--- src/rtl/mem_req_arbiter_if.sv ---
// Memory-side port of the arbiter: single read/write channel toward qspi_innermem.
interface mem_req_arbiter_if;
  logic        read_req;
  logic        write_req;
  logic        read_w;
  logic        read_hw;
  logic        write_w;
  logic        write_hw;
  logic [31:0] read_adr;
  logic [31:0] write_adr;
  logic [31:0] write_data;
  logic        read_valid;
  logic [31:0] read_data;
  logic        write_finish;

  modport master (
    output read_req, write_req, read_w, read_hw, write_w, write_hw,
    output read_adr, write_adr, write_data,
    input  read_valid, read_data, write_finish
  );

  modport slave (
    input  read_req, write_req, read_w, read_hw, write_w, write_hw,
    input  read_adr, write_adr, write_data,
    output read_valid, read_data, write_finish
  );
endinterface

--- src/rtl/mem_req_arbiter.sv ---
// Round-robin arbiter of five CPU/UART requesters onto one memory port, one transaction at a time.
// Optional response timeout enabled by defining ARB_TIMEOUT_EN.
module mem_req_arbiter #(
  parameter int NSRC        = 5,
  parameter int TIMEOUT_CYC = 1023
) (
  input  logic        clk,
  input  logic        rst_n,
  input  logic        i_read_req,
  input  logic        i_read_w,
  input  logic        i_read_hw,
  input  logic [31:0] i_read_adr,
  input  logic        d_read_req,
  input  logic        d_read_w,
  input  logic        d_read_hw,
  input  logic [31:0] d_read_adr,
  input  logic        d_write_req,
  input  logic        d_write_w,
  input  logic        d_write_hw,
  input  logic [31:0] d_write_adr,
  input  logic [31:0] d_write_data,
  input  logic        u_read_req,
  input  logic        u_read_w,
  input  logic [31:0] u_read_adr,
  input  logic        u_write_req,
  input  logic        u_write_w,
  input  logic [31:0] u_write_adr,
  input  logic [31:0] u_write_data,
  mem_req_arbiter_if.master mem,
  output logic        i_read_done,
  output logic        d_read_done,
  output logic        d_write_done,
  output logic        u_read_done,
  output logic        u_write_done,
  output logic [31:0] rdata,
  output logic        arb_err
);
  localparam int SW = $clog2(NSRC);

  localparam logic [2:0] IDLE    = 3'd0;
  localparam logic [2:0] ISSUE   = 3'd1;
  localparam logic [2:0] WAIT_RD = 3'd2;
  localparam logic [2:0] WAIT_WR = 3'd3;
  localparam logic [2:0] DONE    = 3'd4;

  logic [NSRC-1:0]       req, src_wr, src_w, src_hw, done;
  logic [NSRC-1:0][31:0] src_adr, src_data;

  assign req      = {u_write_req, u_read_req, d_write_req, d_read_req, i_read_req};
  assign src_wr   = 5'b10100;
  assign src_w    = {u_write_w, u_read_w, d_write_w, d_read_w, i_read_w};
  assign src_hw   = {1'b0, 1'b0, d_write_hw, d_read_hw, i_read_hw};
  assign src_adr  = {u_write_adr, u_read_adr, d_write_adr, d_read_adr, i_read_adr};
  assign src_data = {u_write_data, 32'h0, d_write_data, 32'h0, 32'h0};

  logic [2:0]    state;
  logic [SW-1:0] ptr, gnt, pick;
  logic [SW:0]   scan;
  logic          pick_vld;
  logic          l_wr, l_w, l_hw;
  logic [31:0]   l_adr, l_data;
  logic          wait_st, resp, tmo, expire;

  // ptr is the scan start (one past the last grant), so source 0 leads after reset
  always_comb begin
    pick     = '0;
    pick_vld = 1'b0;
    scan     = '0;
    for (int k = NSRC-1; k >= 0; k--) begin
      scan = {1'b0, ptr} + (SW+1)'(k);
      if (scan >= (SW+1)'(NSRC)) scan = scan - (SW+1)'(NSRC);
      if (req[scan[SW-1:0]]) begin
        pick     = scan[SW-1:0];
        pick_vld = 1'b1;
      end
    end
  end

  assign wait_st = (state == WAIT_RD) || (state == WAIT_WR);
  assign resp    = ((state == WAIT_RD) && mem.read_valid) ||
                   ((state == WAIT_WR) && mem.write_finish);
  assign expire  = wait_st && !resp && tmo;

  always_ff @(posedge clk or negedge rst_n) begin
    if (!rst_n) begin
      state  <= IDLE;
      ptr    <= '0;
      gnt    <= '0;
      l_wr   <= 1'b0;
      l_w    <= 1'b0;
      l_hw   <= 1'b0;
      l_adr  <= '0;
      l_data <= '0;
      rdata  <= '0;
    end else begin
      case (state)
        IDLE: if (pick_vld) begin
          gnt    <= pick;
          l_wr   <= src_wr[pick];
          l_w    <= src_w[pick];
          l_hw   <= src_hw[pick];
          l_adr  <= src_adr[pick];
          l_data <= src_data[pick];
          state  <= ISSUE;
        end
        ISSUE:   state <= l_wr ? WAIT_WR : WAIT_RD;
        WAIT_RD: if (mem.read_valid) begin
          rdata <= mem.read_data;
          state <= DONE;
        end else if (tmo) begin
          rdata <= 32'hdeadbeef;
          state <= DONE;
        end
        WAIT_WR: if (mem.write_finish || tmo) state <= DONE;
        DONE: begin
          ptr   <= (gnt == SW'(NSRC-1)) ? '0 : gnt + 1'b1;
          state <= IDLE;
        end
        default: state <= IDLE;
      endcase
    end
  end

`ifdef ARB_TIMEOUT_EN
  localparam int CW = $clog2(TIMEOUT_CYC+1);
  logic [CW-1:0] cnt;

  assign tmo = (cnt == CW'(TIMEOUT_CYC));

  always_ff @(posedge clk or negedge rst_n) begin
    if (!rst_n) begin
      cnt     <= '0;
      arb_err <= 1'b0;
    end else begin
      if (state == ISSUE)       cnt <= '0;
      else if (wait_st && !tmo) cnt <= cnt + 1'b1;
      if (expire) arb_err <= 1'b1;
    end
  end
`else
  assign tmo     = 1'b0;
  assign arb_err = 1'b0;
`endif

  assign mem.read_req   = (state == ISSUE) && !l_wr;
  assign mem.write_req  = (state == ISSUE) &&  l_wr;
  assign mem.read_w     = !l_wr && l_w;
  assign mem.read_hw    = !l_wr && l_hw;
  assign mem.write_w    =  l_wr && l_w;
  assign mem.write_hw   =  l_wr && l_hw;
  assign mem.read_adr   = l_wr ? 32'h0 : l_adr;
  assign mem.write_adr  = l_wr ? l_adr : 32'h0;
  assign mem.write_data = l_wr ? l_data : 32'h0;

  assign done = (state == DONE) ? (NSRC'(1) << gnt) : '0;
  assign {u_write_done, u_read_done, d_write_done, d_read_done, i_read_done} = done;
endmodule

--- src/flat_wrapper.sv ---
// flat-port wrapper written by rule: the top's interface ports become plain ports
module mem_req_arbiter_flat 
#(
  parameter int NSRC        = 5,
  parameter int TIMEOUT_CYC = 1023
)
  (clk, rst_n, i_read_req, i_read_w, i_read_hw, i_read_adr, d_read_req, d_read_w, d_read_hw, d_read_adr, d_write_req, d_write_w, d_write_hw, d_write_adr, d_write_data, u_read_req, u_read_w, u_read_adr, u_write_req, u_write_w, u_write_adr, u_write_data, i_read_done, d_read_done, d_write_done, u_read_done, u_write_done, rdata, arb_err, mem_read_req, mem_write_req, mem_read_w, mem_read_hw, mem_write_w, mem_write_hw, mem_read_adr, mem_write_adr, mem_write_data, mem_read_valid, mem_read_data, mem_write_finish);
  mem_req_arbiter_if mem_i ();
  input  logic clk;
  input  logic rst_n;
  input  logic i_read_req;
  input  logic i_read_w;
  input  logic i_read_hw;
  input  logic [31:0] i_read_adr;
  input  logic d_read_req;
  input  logic d_read_w;
  input  logic d_read_hw;
  input  logic [31:0] d_read_adr;
  input  logic d_write_req;
  input  logic d_write_w;
  input  logic d_write_hw;
  input  logic [31:0] d_write_adr;
  input  logic [31:0] d_write_data;
  input  logic u_read_req;
  input  logic u_read_w;
  input  logic [31:0] u_read_adr;
  input  logic u_write_req;
  input  logic u_write_w;
  input  logic [31:0] u_write_adr;
  input  logic [31:0] u_write_data;
  output logic i_read_done;
  output logic d_read_done;
  output logic d_write_done;
  output logic u_read_done;
  output logic u_write_done;
  output logic [31:0] rdata;
  output logic arb_err;
  output wire logic [$bits(mem_i.read_req)-1:0] mem_read_req;
  output wire logic [$bits(mem_i.write_req)-1:0] mem_write_req;
  output wire logic [$bits(mem_i.read_w)-1:0] mem_read_w;
  output wire logic [$bits(mem_i.read_hw)-1:0] mem_read_hw;
  output wire logic [$bits(mem_i.write_w)-1:0] mem_write_w;
  output wire logic [$bits(mem_i.write_hw)-1:0] mem_write_hw;
  output wire logic [$bits(mem_i.read_adr)-1:0] mem_read_adr;
  output wire logic [$bits(mem_i.write_adr)-1:0] mem_write_adr;
  output wire logic [$bits(mem_i.write_data)-1:0] mem_write_data;
  input wire logic [$bits(mem_i.read_valid)-1:0] mem_read_valid;
  input wire logic [$bits(mem_i.read_data)-1:0] mem_read_data;
  input wire logic [$bits(mem_i.write_finish)-1:0] mem_write_finish;
  assign mem_read_req = mem_i.read_req;
  assign mem_write_req = mem_i.write_req;
  assign mem_read_w = mem_i.read_w;
  assign mem_read_hw = mem_i.read_hw;
  assign mem_write_w = mem_i.write_w;
  assign mem_write_hw = mem_i.write_hw;
  assign mem_read_adr = mem_i.read_adr;
  assign mem_write_adr = mem_i.write_adr;
  assign mem_write_data = mem_i.write_data;
  assign mem_i.read_valid = mem_read_valid;
  assign mem_i.read_data = mem_read_data;
  assign mem_i.write_finish = mem_write_finish;
  mem_req_arbiter #(.NSRC(NSRC), .TIMEOUT_CYC(TIMEOUT_CYC)) u_core (.clk(clk), .rst_n(rst_n), .i_read_req(i_read_req), .i_read_w(i_read_w), .i_read_hw(i_read_hw), .i_read_adr(i_read_adr), .d_read_req(d_read_req), .d_read_w(d_read_w), .d_read_hw(d_read_hw), .d_read_adr(d_read_adr), .d_write_req(d_write_req), .d_write_w(d_write_w), .d_write_hw(d_write_hw), .d_write_adr(d_write_adr), .d_write_data(d_write_data), .u_read_req(u_read_req), .u_read_w(u_read_w), .u_read_adr(u_read_adr), .u_write_req(u_write_req), .u_write_w(u_write_w), .u_write_adr(u_write_adr), .u_write_data(u_write_data), .mem(mem_i), .i_read_done(i_read_done), .d_read_done(d_read_done), .d_write_done(d_write_done), .u_read_done(u_read_done), .u_write_done(u_write_done), .rdata(rdata), .arb_err(arb_err));
endmodule
--- config.mk ---
export PLATFORM = sky130hd
export DESIGN_NAME = mem_req_arbiter_flat
export DESIGN_NICKNAME = d
export VERILOG_FILES = /design/src/rtl/mem_req_arbiter_if.sv /design/src/rtl/mem_req_arbiter.sv /design/src/flat_wrapper.sv
export SDC_FILE = /design/constraint.sdc
export NUM_CORES = 1
export LEC_CHECK = 0
export ABC_AREA = 1
export CAP_MARGIN = 15
export CORE_MARGIN = 5
export CORE_UTILIZATION = 35
export DETAILED_ROUTE_END_ITERATION = 10
export PLACE_DENSITY = 0.77
export RECOVER_POWER = 25
export SLEW_MARGIN = 20
export SYNTH_ARGS = -nofsm -noshare
export SYNTH_HDL_FRONTEND = slang
export SYNTH_SLANG_ARGS = --single-unit
--- constraint.sdc ---
create_clock -name clk -period 4.3 [get_ports clk]
set_clock_uncertainty 0.05 [all_clocks]
set_input_delay 0.86 -clock clk [delete_from_list [all_inputs] [get_ports clk]]
set_output_delay 0.86 -clock clk [all_outputs]
set_load 0.05 [all_outputs]
# Yosys cells after proc, flatten, opt, wreduce, memory -nomap -nowiden
# Memory sizes are Yosys's and may differ from the RTL's. A register that Yosys moved wholly into a read port is not among the register bits.
# Cells that the tools add are included.
word_totals:
  regBits: 107
  rom_bits: 8
  out_inout_bits: 140
  word_cells: 94
  n_memories: 1
classes:
  addsub: 10
  magnitude_cmp: 11
  n_eq_ne: 8
  shifts: 1
  n_mux: 43
  n_reduce_logical: 12
memory_table:
  columns: ["name", "depth", "word_bits", "rd", "rd_ports_with_merged_regs", "write_ports", "line", "source"]
  rows:
  - ["(no name shown)", 8, 1, 1, 1, 0, "mem_req_arbiter.sv:99", "l_wr <= src_wr[pick];"]
ops:
  columns: ["operator", "count"]
  rows:
  - ["$bmux W32 S3", 2]
  - ["$mux W32", 5]
  - ["$mux W3", 14]
  - ["$lt A3 B4 Y1 const B", 6]
  - ["$bmux W1 S3", 7]
  - ["$ge A4 B3 Y1 const B", 4]
  - ["$sub A3 B3 Y3 const B", 5]
  - ["$mux W1", 13]
  - ["$pmux W3 S4", 1]
  - ["$add A3 B2 Y4 const B", 2]
  - ["$eq A3 B2 Y1 const B", 2]
  - ["$eq A3 B3 Y1 const B", 2]
  - ["$logic_and A1 B1 Y1", 6]
  - ["$mux W5", 1]
  - ["$shl A1 B3 Y5 const A", 1]
  - ["$add A3 B1 Y4 const B", 1]
  - ["$add A3 B3 Y4 const B", 1]
  - ["$ne A2 B2 Y1 const B", 2]
  - ["$reduce_and A2 Y1", 2]
  - ["$add A3 B1 Y3 const B", 1]
  - ["$eq A3 B1 Y1 const B", 1]
  - ["$ge A3 B3 Y1 const B", 1]
  - ["$logic_not A3 Y1", 1]
  - ["$reduce_and A3 Y1", 1]
  - ["other kinds (2)", 3]

# Longest topological paths before layout
# Gate-level depths: netlist (run 1).
depth:
  ltp_word: 12
  depth_mapped: 26

# Least setup slack after synthesis (run 1)
# OpenSTA, ideal clock, no wires.
synth_path:
  kind: "register to register"
  start: "reg u_core.ptr[0]"
  end: "reg u_core.l_adr[4]"
  setup_time_ns: 0.117
  arrival_time_ns: 3.015
  required_ns: 4.133
  slack_ns: 1.118
  path_stages_with_launch: 24
  path_buffers: 3
  period_less_slack_ns: 3.182
  cell_sequence: "dfrtp_1 > buf_6 > inv_2 > ha_1 > inv_1 > fa_1 > nor2_1 > nor2_1 > o21ai_0 > inv_1 > nand3_1 > nand2_1 > a21oi_1 > nand3_1 > nand2_1 > nand2_2 > nand2_2 > buf_6 > buf_6 > nand2_1 > nand3_1 > nand2_1 > nand2_1 > nand2_1"
synth_via:
  elab_chain_len: 12
  elab_cells_between_ends: 42
  classes_between: "add/sub (9); order compare (5); mux (27); reduce/logical (1)"
synth_rtl:
  columns: ["element", "line", "source"]
  rows:
  - ["start: declaration", "mem_req_arbiter.sv:57", "logic [SW-1:0] ptr, gnt, pick;"]
  - ["start signal: assignment", "mem_req_arbiter.sv:116", "ptr <= (gnt == SW'(NSRC-1)) ? '0 : gnt + 1'b1;"]
  - ["$add A3 B3 Y4", "mem_req_arbiter.sv:70", "scan = {1'b0, ptr} + (SW+1)'(k);"]
  - ["$ge A4 B3 Y1 or $sub A3 B3 Y3 (tied branches)", "mem_req_arbiter.sv:71", "if (scan >= (SW+1)'(NSRC)) scan = scan - (SW+1)'(NSRC);"]
  - ["$mux W3", "mem_req_arbiter.sv:71", null]
  - ["$bmux W1 S3", "mem_req_arbiter.sv:72", "if (req[scan[SW-1:0]]) begin"]
  - ["$mux W1 (implied by the code)", "mem_req_arbiter.sv:72", null]
  - ["$mux W3 (5 in a row)", "mem_req_arbiter.sv:72", null]
  - ["$bmux W32 S3", "mem_req_arbiter.sv:102", "l_adr <= src_adr[pick];"]
  - ["$mux W32 (implied by the code)", "mem_req_arbiter.sv:102", null]
  - ["end signal: assignment", "mem_req_arbiter.sv:102", null]
  - ["end: declaration", "mem_req_arbiter.sv:61", "logic [31:0] l_adr, l_data;"]
# Parallel ways exist; a longest one is shown, timed or not. The select of a mux whose other input is x is not followed.
# A chain may end at the register's enable or synchronous reset.

# Worst setup path in the final report (run 1)
layout_path:
  start: "reg u_core.ptr[0]"
  end: "reg u_core.l_adr[8]"
# Same word-level chain as after synthesis.

==> flow_summary.json, run 1 <==
{
  "start_util_pct": 35.6,
  "finalCritPeriodShare_pct": 91.6,
  "grt_pass1_wl_mm": 52.0,
  "htreeDepth": 3,
  "grt_use_total_pct": 22.9,
  "drive_above_1_share_pct": 4.96,
  "drt_pass1_iterations": 5,
  "die_height_um": 167,
  "crit_top_cell": "nand2_1",
  "port_buffers": 411,
  "place_congestion": 0.870,
  "synth_warnings": 0,
  "synthToLayoutAreaGrowth_pct": 52.6,
  "crit_chain": "inv_2, ha_1, inv_1, fa_1, nor2_1, nor2_1, o21ai_0, inv_1, nand3_1, nand2_1, a21oi_1, nand3_1, nor2_2, nor2_4, inv_4, buf_4, nand2_1, nand2_1, inv_1, nand2_1",
  "cts.path.max_buffers": 2,
  "rsz0062_at_grt": "no",
  "wirelength_mm": 33.2,
  "viasPerCell": 4.66,
  "ys_ff_latch": 108,
  "fmax_ghz": 0.254,
  "cp.arrival_ns": 4.19,
  "tns_ns": 0,
  "routedWlPerCell_um": 15.5,
  "path_max_fanout": 47,
  "netlist_area_sq_um": 8650,
  "fillers": 2385,
  "status": "complete, but fails checks",
  "coreArea_sq_um": 24300,
  "end_kind": "flip-flop",
  "fin_area_sq_um": 13200,
  "insertion_delay_ns": 0.35,
  "dp.cells": 2125,
  "ys_seq_area_share_pct": 31.2,
  "nNetsFinal": 2100,
  "synthCells": 1448,
  "cts_tree": "yes",
  "grt_max_degree": 80,
  "final-hold-violation-count": 0,
  "violations": "capacitance limit, slew limit",
  "ios": 413,
  "hp-class": "flip-flop to flip-flop",
  "drtAntennaViolNets": 0,
  "required_ns": 4.55,
  "whs_ns": 0.434,
  "synth_edf_count": 0,
  "setup_viol": 0,
  "synth_area_per_cell_sq_um": 5.98,
  "critPathTopFamily": "buffers and inverters",
  "min_period_ns": 3.94,
  "slowest_stage": "buf_4",
  "path_clk_slew_ns": 0.08,
  "synthArstFlopShare_pct": 100,
  "ctsHoldBuffers": 0,
  "maxCapViolCount": 1,
  "cts_setup_buffers": 0,
  "vias": 9982,
  "grt_overflow": 0,
  "post-route-drc-count": 0,
  "critPathBufInv": 6,
  "critical_path_class": "flip-flop to flip-flop",
  "cts_resized": 0,
  "drtIter0Drc": 668,
  "slew_viol_final": 80,
  "worst_pin_slew_ns": 2.10,
  "dieArea_sq_um": 28000,
  "critPathMaxStageDelay_ns": 0.53,
  "final_cell_count_no_fill": 2143,
  "reg2reg_slack_ns": 0.36,
  "hpwl_mm": 25.3,
  "worst_setup_path_start_kind": "flip-flop",
  "place_area_sq_um": 12900,
  "yosys.cell_types.count": 33,
  "die_x_um": 167,
  "maxSlewHeadroom_pct": -40.1,
  "syn_nets": 1736,
  "first_global_vias": 9729,
  "numCtsBuffers": 9,
  "antenna_found_initial": 6,
  "clkSinkCount": 108,
  "yosys_most_used_dff": "dfrtp_1",
  "root_buffer": "clkbuf_16",
  "row_count": 57
}
## cell type report
class / instances / area, sq um / area share, %
flip-flops and latches: 108 / 2710 / 20.5
clock inverters: 6 / 56.3 / 0.426
well taps: 324 / 405 / 3.07
multi-input cells: 960 / 4400 / 33.3
clock buffers: 9 / 225 / 1.70
diodes: 3 / 7.51 / 0.0568
repair buffers: 426 / 4260 / 32.2
inverters: 307 / 1150 / 8.74
## synth_stat cells (2+ instances only)
cell | instances | area share (%)
buf_4 | 15 | 1.3
inv_1 | 299 | 13
ha_1 | 14 | 2.0
o21ai_0 | 11 | 0.64
nor3_1 | 6 | 0.35
xor2_1 | 2 | 0.20
inv_2 | 7 | 0.30
o211ai_1 | 2 | 0.17
a21oi_1 | 6 | 0.35
nand3_1 | 199 | 12
buf_1 | 9 | 0.39
nand2_1 | 606 | 26
nand3b_1 | 4 | 0.35
clkbuf_1 | 19 | 0.82
buf_2 | 25 | 1.4
nand2_2 | 8 | 0.58
nor2_1 | 55 | 2.4
nor2_4 | 3 | 0.39
mux2_2 | 32 | 4.2
dfrtp_1 | 108 | 31
buf_6 | 5 | 0.65
o21ai_2 | 2 | 0.20
## logic make-up after synthesis
logic type,count (synthesis),share of synthesized area [%]
AO/OA/AOI/OAI,23,1.60
adder cells (fa/ha/maj),15,2.26
multiplexers,32,4.16
AND/OR/NAND/NOR,885,42.3
buffers and inverters,380,18.0
other,1,0.0433
flip-flops,108,31.2
XOR/XNOR,4,0.492
## worst min-delay path, delay by kind of cell, from the launching register on
kind,cells,cell delay (ns)
flip-flops,1,0.35
AND/OR/NAND/NOR,2,0.11
## flip-flops by register name (all words and copies together), names as in the netlist
signal	flops
u_core.l_data	32
u_core.l_adr	32
u_core.l_w	1
u_core.state	3
u_core.ptr	3
u_core.l_wr	1
u_core.rdata	32
u_core.gnt	3
u_core.l_hw	1
## routing by layer
| layer | wire length, um | vias up | share of wire, % | global-route usage (%) |
|---|---|---|---|---|
| met5 | 34 | - | 0.10 | 0 |
| met1 | 13300 | 4495 | 40 | 27.5 |
| met4 | 967 | 6 | 2.9 | 6.99 |
| li1 | - | 4992 | - | - |
| met3 | 2840 | 58 | 8.6 | 6.36 |
| met2 | 16100 | 431 | 48 | 40.0 |
## path summary, 6_finish.rpt
check                            startpoint           endpoint  depth (start not counted)
min reg2reg                u_core.l_data[9]   u_core.l_data[9]                          2
max reg2reg                   u_core.ptr[0]    u_core.l_adr[8]                         20
min in group asynchronous             rst_n  u_core.l_data[16]                          1
min                        u_core.l_data[9]   u_core.l_data[9]                          2
max in group asynchronous             rst_n   u_core.l_adr[30]                          2
max                           u_core.ptr[0]    u_core.l_adr[8]                         20
## per-stage QoR
step | setup WS (ns) | util (%)
final | 0.360 | 54.3
after global routing | 0.0110 | 54.3
after CTS | 0.404 | 54.3
after detailed placement | 0.415 | 53.2
after global placement | 0.573 | 53.2
after floorplan | 1.12 | -
## cell usage in the layout (no fill, tap or decap), types with 2 or more instances in the layout
cell type / synthesis / layout
nor3_1: 6 / 6
ha_1: 14 / 14
nor2_1: 55 / 55
o21ai_2: 2 / 2
dfrtp_1: 108 / 107
xor2_1: 2 / 2
inv_1: 299 / 299
inv_6: 0 / 2
nand2_2: 8 / 8
inv_8: 0 / 2
clkbuf_16: 0 / 9
dlygate4sd3_1: 0 / 2
mux2_2: 32 / 32
diode_2: 0 / 3
a21oi_1: 6 / 6
buf_12: 0 / 3
buf_4: 15 / 11
nor2_4: 3 / 3
o211ai_1: 2 / 2
clkbuf_2: 0 / 2
nand3b_1: 4 / 4
o21ai_0: 11 / 11
nand2_1: 606 / 606
inv_2: 7 / 7
clkdlybuf4s50_1: 0 / 408
nand3_1: 199 / 199
Power of run 1 is left out: the tool's default activity adds up to more than one toggle a clock period on the data nets, which glitch-free logic cannot reach.
==> inputs of run 2 (changes only) <==
- CAP_MARGIN: 15 -> not set
- CTS_BUF_LIST: not set -> sky130_fd_sc_hd__clkbuf_4 sky130_fd_sc_hd__clkbuf_8
==> run 2 against run 1 <==
Effect of this change: sequential share of layout area rose by 0.15 points; maximum frequency barely moved; core utilization fell by 0.41 points; non-clock buffer count did not move; the flow still finishes with violations (capacitance limit, slew limit); cell count barely moved; highest routed layer unchanged; setup slack barely moved; count of clock-buffer cells in the layout did not move; die area did not move; global-route usage barely moved.
==> flow_summary.json, run 2 (same netlist as run 1, synthesis figures left out) <==
{
  "coreArea_sq_um": 24300,
  "ctsHoldBuffers": 0,
  "rsz0062_at_grt": "no",
  "r2r_start": "u_core.ptr[0]",
  "antenna_found_initial": 6,
  "min_period_ns": 3.94,
  "path_max_fanout": 47,
  "layout_common_cells": "606 x nand2_1, 408 x clkdlybuf4s50_1, 299 x inv_1",
  "required_ns": 4.59,
  "reg.largest.list": "u_core.l_adr x32, u_core.l_data x32, u_core.rdata x32",
  "final-hold-violation-count": 0,
  "grt_use_total_pct": 22.8,
  "drtIter0Drc": 618,
  "nNetsFinal": 2100,
  "root_buffer": "clkbuf_8",
  "maxSlewHeadroom_pct": -40.4,
  "worst_hold_path.endpoint": "u_core.l_data[9]",
  "grt_max_degree": 80,
  "cts_setup_buffers": 0,
  "setup_viol": 0,
  "viasPerCell": 4.67,
  "post-route-drc-count": 0,
  "place_congestion": 0.870,
  "reg2regPathDepth": 20,
  "slowest_stage": "buf_4",
  "cts_tree": "yes",
  "r2r_end": "u_core.l_adr[8]",
  "final_common_cell": "nand2_1",
  "reg2reg_slack_ns": 0.36,
  "holdPathStages": 2,
  "worst_setup_path_start_kind": "flip-flop",
  "path_clk_slew_ns": 0.12,
  "ios": 413,
  "numCtsBuffers": 9,
  "die_x_um": 167,
  "grt_overflow": 0,
  "end_kind": "flip-flop",
  "critical_path_class": "flip-flop to flip-flop",
  "violations": "capacitance limit, slew limit",
  "port_buffers": 411,
  "die_height_um": 167,
  "cts_resized": 0,
  "row_count": 57,
  "drt_pass1_iterations": 5,
  "htreeDepth": 3,
  "maxCapViolCount": 1,
  "crit_top_cell": "nand2_1",
  "dieArea_sq_um": 28000,
  "cp.arrival_ns": 4.23,
  "drive_above_1_share_pct": 4.96,
  "clkSinkCount": 108,
  "hpwl_mm": 25.3,
  "wirelength_mm": 33.2,
  "hp-class": "flip-flop to flip-flop",
  "fillers": 2391,
  "critPathMaxStageDelay_ns": 0.52,
  "routedWlPerCell_um": 15.5,
  "insertion_delay_ns": 0.38,
  "fmax_ghz": 0.254,
  "synthToLayoutAreaGrowth_pct": 51.5,
  "drtAntennaViolNets": 0,
  "finalCritPeriodShare_pct": 91.6,
  "start_util_pct": 35.6,
  "tns_ns": 0,
  "status": "complete, but fails checks",
  "slew_viol_final": 80,
  "hold_path_startpoint": "u_core.l_data[9]",
  "cts.path.max_buffers": 2,
  "crit_chain": "inv_2, ha_1, inv_1, fa_1, nor2_1, nor2_1, o21ai_0, inv_1, nand3_1, nand2_1, a21oi_1, nand3_1, nor2_2, nor2_4, inv_4, buf_4, nand2_1, nand2_1, inv_1, nand2_1",
  "grt_pass1_wl_mm": 51.9,
  "worst_pin_slew_ns": 2.11,
  "vias": 10000,
  "first_global_vias": 9728
}
run 2: final cells by class:
| cell class | instances | area, sq um | area share (%) |
|---|---|---|---|
| Tap cell | 324 | 405 | 3.09 |
| Timing Repair Buffer | 426 | 4260 | 32.5 |
| Clock inverter | 6 | 56.3 | 0.429 |
| Sequential cell | 108 | 2710 | 20.6 |
| Inverter | 307 | 1150 | 8.81 |
| Clock buffer | 9 | 124 | 0.945 |
| Multi-Input combinational cell | 960 | 4400 | 33.5 |
| Antenna cell | 4 | 10.0 | 0.0763 |
run 2: worst max-delay path, delay by kind of cell, from the launching register on:
family / cells / cell delay, ns
AND/OR/NAND/NOR: 10 / 1.08
adder cells (fa/ha/maj): 2 / 0.64
flip-flops: 1 / 0.40
AO/OA/AOI/OAI: 2 / 0.54
buffers and inverters: 6 / 1.16
run 2: routing by layer:
layer / part of all wire [%] / GRT usage (%) / up-vias
met3: 8.8 / 6.22 / 57
met1: 40 / 27.7 / 4531
met2: 48 / 39.6 / 435
li1: - / - / 4988
met5: 0.081 / 0 / -
met4: 3.0 / 7.20 / 4
run 2: how the worst max path moves through the flow:
stage	startpoint	end	slack, ns
after global routing	u_core.ptr[0]	u_core.l_adr[3]	0.009
after floorplan	u_core.ptr[0]	u_core.l_adr[4]	1.12
after global placement	u_core.ptr[0]	u_core.l_adr[31]	0.57
after detailed placement	u_core.ptr[0]	u_core.l_adr[31]	0.41
after CTS	u_core.ptr[0]	u_core.l_adr[31]	0.40
final	u_core.ptr[0]	u_core.l_adr[8]	0.36
run 2: metrics by stage:
step                worst slack, ns  hold slack (ns)  instance area, sq um  instances  util (%)
floorplan                      1.12            0.399                  8650       1448         -
global placement              0.573            0.412                 12900       2125      53.2
detailed placement            0.415            0.417                 12900       2125      53.2
CTS                           0.402            0.446                 13100       2140      53.9
global route                0.00931            0.472                 13100       2144      53.9
finish                        0.360            0.441                 13100       2144      53.9
Power of run 2 is left out for the same reason.
==> inputs of run 3 (changes only) <==
- CORE_AREA: not set -> 5 5 157 159
- CORE_MARGIN: 5 -> not set
- CORE_UTILIZATION: 35 -> not set
- DIE_AREA: not set -> 0 0 162 164
- PLACE_DENSITY: 0.77 -> 0.82
==> run 3 against run 2 <==
Effect of this change: the flow still finishes with violations (capacitance limit, slew limit); setup slack worse by 0.017 ns; routed wire length shrank 0.43%; maximum frequency is 0.43% lower; register-to-register slack worse by 0.02 ns; critical endpoint is now u_core.l_adr[13]; highest routed layer unchanged.
==> flow_summary.json, run 3 (same netlist as run 1, synthesis figures left out) <==
{
  "status": "complete, but fails checks",
  "violations": "capacitance limit, slew limit",
  "worst_pin_slew_ns": 1.93,
  "fin_ws_ns": 0.343,
  "dp.cells": 2091,
  "cp.arrival_ns": 4.24,
  "cts_tree": "yes",
  "final-hold-violation-count": 0,
  "drtAntennaViolNets": 0,
  "maxSlewHeadroom_pct": -29.0,
  "die_x_um": 162,
  "numCtsBuffers": 9,
  "regArea_sq_um": 2710,
  "worst_setup_path_start_kind": "flip-flop",
  "tns_ns": 0,
  "port_buffers": 411,
  "clkSinkCount": 108,
  "multi_input_area_sq_um": 4400,
  "viasPerCell": 4.71,
  "grt_use_total_pct": 24.3,
  "coreArea_sq_um": 23100,
  "start_util_pct": 37.4,
  "htreeDepth": 3,
  "finalCritPeriodShare_pct": 92.0,
  "cts.path.max_buffers": 2,
  "hold_path_startpoint": "u_core.l_data[20]",
  "wirelength_mm": 33.1,
  "root_buffer": "clkbuf_8",
  "layout_common_cells": "606 x nand2_1, 410 x clkdlybuf4s50_1, 299 x inv_1",
  "min_period_ns": 3.96,
  "rsz0062_at_grt": "no",
  "post-route-drc-count": 0,
  "path_max_fanout": 68,
  "dpl_worst_slack_ns": 0.226,
  "grt_max_degree": 74,
  "r2r_start": "u_core.ptr[0]",
  "final_cell_count_no_fill": 2112,
  "place_congestion": 0.910,
  "dieArea_sq_um": 26600,
  "synthToLayoutAreaGrowth_pct": 51.0,
  "row_count": 56,
  "drt_pass1_iterations": 5,
  "fillers": 2206,
  "end_kind": "flip-flop",
  "routedWlPerCell_um": 15.7,
  "insertion_delay_ns": 0.38,
  "reg.largest.list": "u_core.l_adr x32, u_core.l_data x32, u_core.rdata x32",
  "maxCapViolCount": 1,
  "antenna_found_initial": 7,
  "grt_pass1_wl_mm": 51.8,
  "cp-startpoint": "u_core.ptr[0]",
  "cts_resized": 0,
  "critical_path_class": "flip-flop to flip-flop",
  "drive_above_1_share_pct": 4.95,
  "hpwl_mm": 25.3,
  "final_common_cell": "nand2_1",
  "cts_setup_buffers": 0,
  "die_height_um": 164,
  "required_ns": 4.58,
  "fmax_ghz": 0.253,
  "drtIter0Drc": 658,
  "ios": 413,
  "ctsHoldBuffers": 0,
  "vias": 9938,
  "setup_viol": 0,
  "grt_overflow": 0,
  "nNetsFinal": 2100,
  "slew_viol_final": 74,
  "first_global_vias": 9745,
  "path_clk_slew_ns": 0.11,
  "hp-class": "flip-flop to flip-flop"
}
## run 3: path summary, 6_finish.rpt
kind	end	slack (ns)	depth (start not counted)
worst max-delay path	u_core.l_adr[13]	0.34	20
max in group asynchronous	u_core.l_adr[0]	1.53	2
worst min-delay path	u_core.l_data[20]	0.45	2
worst max register to register	u_core.l_adr[13]	0.34	20
min in group asynchronous	u_core.l_data[18]	0.93	1
worst min register to register	u_core.l_data[20]	0.45	2
## run 3: per-stage QoR
step           hold slack, ns  util, %  cell area, sq um
2_1_floorplan           0.399        -              8650
3_3_place_gp            0.414     55.6             12900
3_5_place_dp            0.416     55.6             12900
4_1_cts                 0.448     56.5             13100
5_1_grt                 0.463     56.5             13100
6_report                0.446     56.5             13100
## run 3: layout make-up
class                      instances  area share [%]
inverter                         307            8.86
sequential                       108            20.7
clock inverter                     6           0.479
clock buffer                      10            1.05
timing repair buffer             426            32.4
antenna                            5          0.0957
multi-input combinational        960            33.7
tap                              290            2.78
## run 3: worst max-delay path, stage by stage, from the launching register on
cell     delay, ns
dfrtp_1       0.40
inv_2         0.16
ha_1          0.17
inv_1         0.07
fa_1          0.45
nor2_1        0.17
nor2_1        0.08
o21ai_0       0.33
inv_1         0.11
nand3_1       0.11
nand2_1       0.08
a21oi_1       0.25
nand3_1       0.11
nand2_1       0.07
nand2_1       0.06
nand2_2       0.09
buf_4         0.63
nand3_1       0.25
nand2_1       0.12
nand2_1       0.05
nand2_1       0.08
## run 3: per-layer routing
layer	up-vias	wire, um	track usage [%]
li1	4992	-	-
met5	-	37	0
met3	49	2920	6.75
met1	4455	13200	29.6
met2	436	16000	41.1
met4	6	902	8.96
Power of run 3 is left out for the same reason.
